[src/rtl/reg_bank16_pkg.sv]
// Shared definitions for the 16-entry register bank and the datapath read muxes.
//   DATA_WIDTH : default register/port data width
//   NUM_REGS   : register count (fixed at 16)
//   ADDR_WIDTH : register index width
//   state_t    : clear-controller state encoding
package reg_bank16_pkg;

  localparam int unsigned DATA_WIDTH = 32;
  localparam int unsigned NUM_REGS   = 16;
  localparam int unsigned ADDR_WIDTH = 4;

  typedef enum logic {
    IDLE  = 1'b0,
    CLEAR = 1'b1
  } state_t;

endpackage

[src/rtl/dec4_to_16.sv]
// One-hot strobe decoder: a 4-bit index plus enable yields N one-hot strobes.
//   idx    : register index
//   en     : enable; all strobes low when 0
//   strobe : one-hot strobe vector
module dec4_to_16
  import reg_bank16_pkg::*;
#(
  parameter int unsigned N = NUM_REGS
) (
  input  logic [ADDR_WIDTH-1:0] idx,
  input  logic                  en,
  output logic [N-1:0]          strobe
);

  // Combinational decode of idx into a single strobe bit.
  always_comb begin
    strobe = '0;
    if (en) begin
      strobe[idx] = 1'b1;
    end
  end

endmodule

[src/rtl/reg_bank16.sv]
// Flip-flop register bank, r0 hard-wired to zero, with a sequential clear engine.
//   clk, rst        : clock, asynchronous active-high reset
//   we/waddr/wdata  : synchronous write port (dropped while busy)
//   clr_req         : start a clear of r1..r15, one register per cycle
//   busy            : high while a clear sequence runs
//   clr_done        : one-cycle pulse after the last register is cleared
//   q0..q15         : concurrently readable register contents
module reg_bank16
  import reg_bank16_pkg::*;
#(
  parameter int unsigned WIDTH = DATA_WIDTH,
  parameter int unsigned NREG  = NUM_REGS
) (
  input  logic                  clk,
  input  logic                  rst,
  input  logic                  we,
  input  logic [ADDR_WIDTH-1:0] waddr,
  input  logic [WIDTH-1:0]      wdata,
  input  logic                  clr_req,
  output logic                  busy,
  output logic                  clr_done,
  output logic [WIDTH-1:0]      q0,
  output logic [WIDTH-1:0]      q1,
  output logic [WIDTH-1:0]      q2,
  output logic [WIDTH-1:0]      q3,
  output logic [WIDTH-1:0]      q4,
  output logic [WIDTH-1:0]      q5,
  output logic [WIDTH-1:0]      q6,
  output logic [WIDTH-1:0]      q7,
  output logic [WIDTH-1:0]      q8,
  output logic [WIDTH-1:0]      q9,
  output logic [WIDTH-1:0]      q10,
  output logic [WIDTH-1:0]      q11,
  output logic [WIDTH-1:0]      q12,
  output logic [WIDTH-1:0]      q13,
  output logic [WIDTH-1:0]      q14,
  output logic [WIDTH-1:0]      q15
);

  state_t                state;
  logic [ADDR_WIDTH-1:0] cidx;
  logic [NREG-1:0]       wstb;
  logic [NREG-1:0]       cstb;
  logic                  wr_en;
  logic                  clr_en;
  logic                  unused_strobes;
  logic [WIDTH-1:0]      r [1:NREG-1];

  // Writes are accepted only while the clear engine is idle.
  assign wr_en  = we & ~busy;
  assign clr_en = (state == CLEAR);

  dec4_to_16 #(.N(NREG)) u_wdec (
    .idx    (waddr),
    .en     (wr_en),
    .strobe (wstb)
  );

  dec4_to_16 #(.N(NREG)) u_cdec (
    .idx    (cidx),
    .en     (clr_en),
    .strobe (cstb)
  );

  // r0 has no storage, so its strobes go nowhere.
  assign unused_strobes = wstb[0] | cstb[0];

  // Clear controller: cidx walks 1..NREG-1, terminal step returns to IDLE.
  always_ff @(posedge clk or posedge rst) begin
    if (rst) begin
      state    <= IDLE;
      cidx     <= '0;
      busy     <= 1'b0;
      clr_done <= 1'b0;
    end else begin
      clr_done <= 1'b0;
      case (state)
        IDLE: begin
          if (clr_req) begin
            state <= CLEAR;
            cidx  <= ADDR_WIDTH'(1);
            busy  <= 1'b1;
          end
        end
        CLEAR: begin
          if (cidx == ADDR_WIDTH'(NREG - 1)) begin
            state    <= IDLE;
            cidx     <= '0;
            busy     <= 1'b0;
            clr_done <= 1'b1;
          end else begin
            cidx <= cidx + ADDR_WIDTH'(1);
          end
        end
        default: begin
          state <= IDLE;
        end
      endcase
    end
  end

  // Storage flops r1..r15; clear strobe and write strobe are never both high.
  for (genvar i = 1; i < int'(NREG); i++) begin : g_reg
    always_ff @(posedge clk or posedge rst) begin
      if (rst) begin
        r[i] <= '0;
      end else if (cstb[i]) begin
        r[i] <= '0;
      end else if (wstb[i]) begin
        r[i] <= wdata;
      end
    end
  end

  assign q0  = '0;
  assign q1  = r[1];
  assign q2  = r[2];
  assign q3  = r[3];
  assign q4  = r[4];
  assign q5  = r[5];
  assign q6  = r[6];
  assign q7  = r[7];
  assign q8  = r[8];
  assign q9  = r[9];
  assign q10 = r[10];
  assign q11 = r[11];
  assign q12 = r[12];
  assign q13 = r[13];
  assign q14 = r[14];
  assign q15 = r[15];

endmodule

[config.mk]
export PLATFORM = sky130hd
export DESIGN_NAME = reg_bank16
export DESIGN_NICKNAME = d
export VERILOG_FILES = /design/src/rtl/reg_bank16_pkg.sv /design/src/rtl/dec4_to_16.sv /design/src/rtl/reg_bank16.sv
export SDC_FILE = /design/constraint.sdc
export NUM_CORES = 1
export LEC_CHECK = 0
export CORE_AREA = 2 2 218 220
export DETAILED_ROUTE_END_ITERATION = 12
export DIE_AREA = 0 0 220 222
export MAX_ROUTING_LAYER = met4
export PLACE_DENSITY_LB_ADDON = 0.08
export REMOVE_ABC_BUFFERS = 1
export SYNTH_ARGS = -nofsm -noshare
export SYNTH_HDL_FRONTEND = slang
export SYNTH_SLANG_ARGS = --single-unit
[constraint.sdc]
create_clock -name clk -period 19.71 [get_ports clk]
set_input_delay 3.942 -clock clk [delete_from_list [all_inputs] [get_ports clk]]
set_output_delay 3.942 -clock clk [all_outputs]
set_load 0.02 [all_outputs]
==> flow_metrics.py <==
metrics = {
    "sta": {
        "worst_pin_slew_ps": 1320,
        "fin_crit_sh_pct": 31.7,
        "setup_violations": 0,
        "report.final.slew_viol_count": 0,
        "max_freq_ghz": 0.160,
        "tns_ps": 0,
        "finalHoldViolCount": 0,
        "slew_headroom_pct": 12.1,
        "final.setup.worst_slack_ps": 13460,
        "final.setup_skew_ps": 11.3,
        "period_needed_ps": 6250,
        "rsz0062_at_grt": "no",
    },
    "logic_synthesis": {
        "synth_edf_count": 0,
        "synth_cell_type_count": 37,
        "avgSynthCellArea_um2": 9.19,
        "seq_area_frac_synth_pct": 57.3,
        "synth_warnings": 0,
        "synthesis.instances": 2315,
        "ys.flop_type": "dfrtp_1",
        "async_flop_share_pct": 100,
        "synth-seq-cells": 487,
        "netlist_area_mm2": 0.0213,
    },
    "final_layout": {
        "layout-drive-gt1-share_pct": 5.92,
        "nets": 2696,
        "syn_to_final_growth_pct": 32.5,
        "nFillCells": 3982,
        "seq_area_mm2": 0.0122,
        "layout_commonest_cell": "clkdlybuf4s50_1",
        "multi_input_area_mm2": 0.00794,
        "layout_common_cells": "clkdlybuf4s50_1 (521), dfrtp_1 (487), o21ai_0 (459)",
    },
    "setup_path": {
        "critical_path_class": "input port to asynchronous set/reset pin",
        "cp_max_fo": 106,
        "cp-end-kind": "asynchronous set/reset pin",
        "cpMostUsedCell": "buf_4",
        "crit_path_start": "rst",
        "arrival_ps": 6850,
        "max_stage_delay_ps": 860,
        "crit_chain": "clkdlybuf4s50_1 > inv_8 > buf_4 > buf_4",
        "reg2reg_from": "busy",
        "worstSetupStartpointType": "input port",
        "cp.required_ps": 20310,
        "worst_path_max_delay_cell": "buf_4",
    },
    "clocking": {
        "cts_hold_buf": 0,
        "cts_buffers": 51,
        "cts.path.max_buffers": 3,
        "cts_tree": "yes",
        "htree_levels": 2,
        "cts_resized": 0,
        "clk_latency_ps": 590,
        "cts_sinks": 487,
        "cts_setup_buffers": 0,
        "root_buffer": "clkbuf_16",
        "cts.clk_slew.worst_paths_ps": 60,
    },
    "routing": {
        "antenna_left": 0,
        "vias": 20400,
        "wire_per_inst_um": 25.5,
        "drtIter0Drc": 2725,
        "routed_via_density": 6.17,
        "finalWirelength_um": 84000,
        "dr.pass1.iters": 5,
        "drc": 0,
    },
    "floorplanning": {
        "core-area_mm2": 0.0463,
        "ios": 554,
        "rows": 79,
        "die_w_um": 220,
        "design.die.area_mm2": 0.0488,
        "start_util_pct": 46.0,
        "die_h_um": 222,
    },
    "flow_run": {
        "maxCapViolCount": 0,
    },
    "power_and_ir_drop": {
        "power_mw": 4.79,
        "leakage_nw": 11.4,
        "max-vdd-ir-drop_uv": 91.6,
        "power_density_mw_per_mm2": 170,
    },
    "grt": {
        "antenna_found_initial": 4,
        "grt_pass1_vias": 19000,
        "grt_max_degree": 172,
        "grt-ovfl-total": 0,
        "grt.total_usage_pct": 34.4,
        "grt_pass1_wl_um": 123000,
    },
    "placed_design": {
        "place_congestion": 0.826,
        "dp_slack_ps": 12750,
        "port_buffers": 521,
        "place_hpwl_um": 48800,
    },
    "hold_path": {
        "hold_start": "q2[8]",
        "hold_path_class": "flop to flop",
    },
    "outcome": {
        "status": "finished clean",
    },
}
[path summary, 6_finish.rpt]
kind,cells after the start,slack (ps),to
max,4,13460,q8[27]
min,2,520,q2[8]
max reg2reg,4,16880,q15[7]
min reg2reg,2,520,q2[8]
max in group clk,5,13510,q15[7]
min in group asynchronous,2,3890,q10[10]
[metal layers]
layer	track usage [%]	vias to the layer above	routed length, um
met5	-	-	0
met4	15.3	0	4130
met3	8.86	180	8380
met2	49.5	1072	37500
met1	45.9	10200	34000
li1	-	8882	-
[state kept, by name (all words and copies together), names as in the netlist, 4 cells and up]
signal	count
q1	32
q4	32
q5	32
q11	32
q8	32
q14	32
q10	32
q2	32
q7	32
q15	32
q6	32
q9	32
q13	32
q3	32
q12	32
cidx	4
[worst max-delay path, delay by kind of cell]
family	cells	cell delay, ps
buffers and inverters	4	2740
[layout make-up]
type                       instances  share of cell area (%)
sequential                       487                    43.2
multi-input combinational       1535                    28.2
timing repair buffer             572                    19.9
clock buffer                      79                    5.55
tap                              607                    2.69
clock inverter                    10                   0.377
inverter                           5                  0.0932
antenna                            4                  0.0355
[logic make-up after synthesis]
kind of cell             Yosys count  synth area share, %
flip-flops                       487                 57.3
buffers and inverters            324                 6.65
adder cells (fa/ha/maj)            4                0.235
AO/OA/AOI/OAI                    520                 12.3
other                              1               0.0176
XOR/XNOR                           1               0.0412
AND/OR/NAND/NOR                  978                 23.5
[cell usage after synthesis (all sizes together) (2+ instances only)]
cell | instances | share of area [%]
inv | 5 | 0.088
nand4bb | 4 | 0.21
nand4b | 9 | 0.37
nor2b | 2 | 0.059
nand4 | 451 | 13
nand2b | 2 | 0.059
ha | 4 | 0.24
a21oi | 35 | 0.82
buf | 113 | 2.9
dfrtp | 487 | 57
o21ai | 480 | 11
nand3 | 32 | 0.75
nor2 | 16 | 0.29
clkbuf | 206 | 3.7
nor4bb | 2 | 0.094
nand2 | 452 | 8.0
[through the flow]
step           cell area [um2]  std cells  util, %  hold WS, ps
3_3_place_gp             26500       3206     57.3          505
2_1_floorplan            20000       2027        -          528
3_5_place_dp             26500       3206     57.3          509
4_1_cts                  28200       3295     60.9          518
5_1_grt                  28200       3299     61.0          535
6_report                 28200       3299     61.0          519
[where the power goes]
group	leakage (nW)	internal (mW)	total, mW	switching, mW
combinational	4.14	0.872	2.13	1.25
clock	0.824	0.568	0.975	0.406
sequential	6.49	1.42	1.69	0.273
total	11.4	2.86	4.79	1.93
No activity file was read; power rests on OpenSTA's default activity.
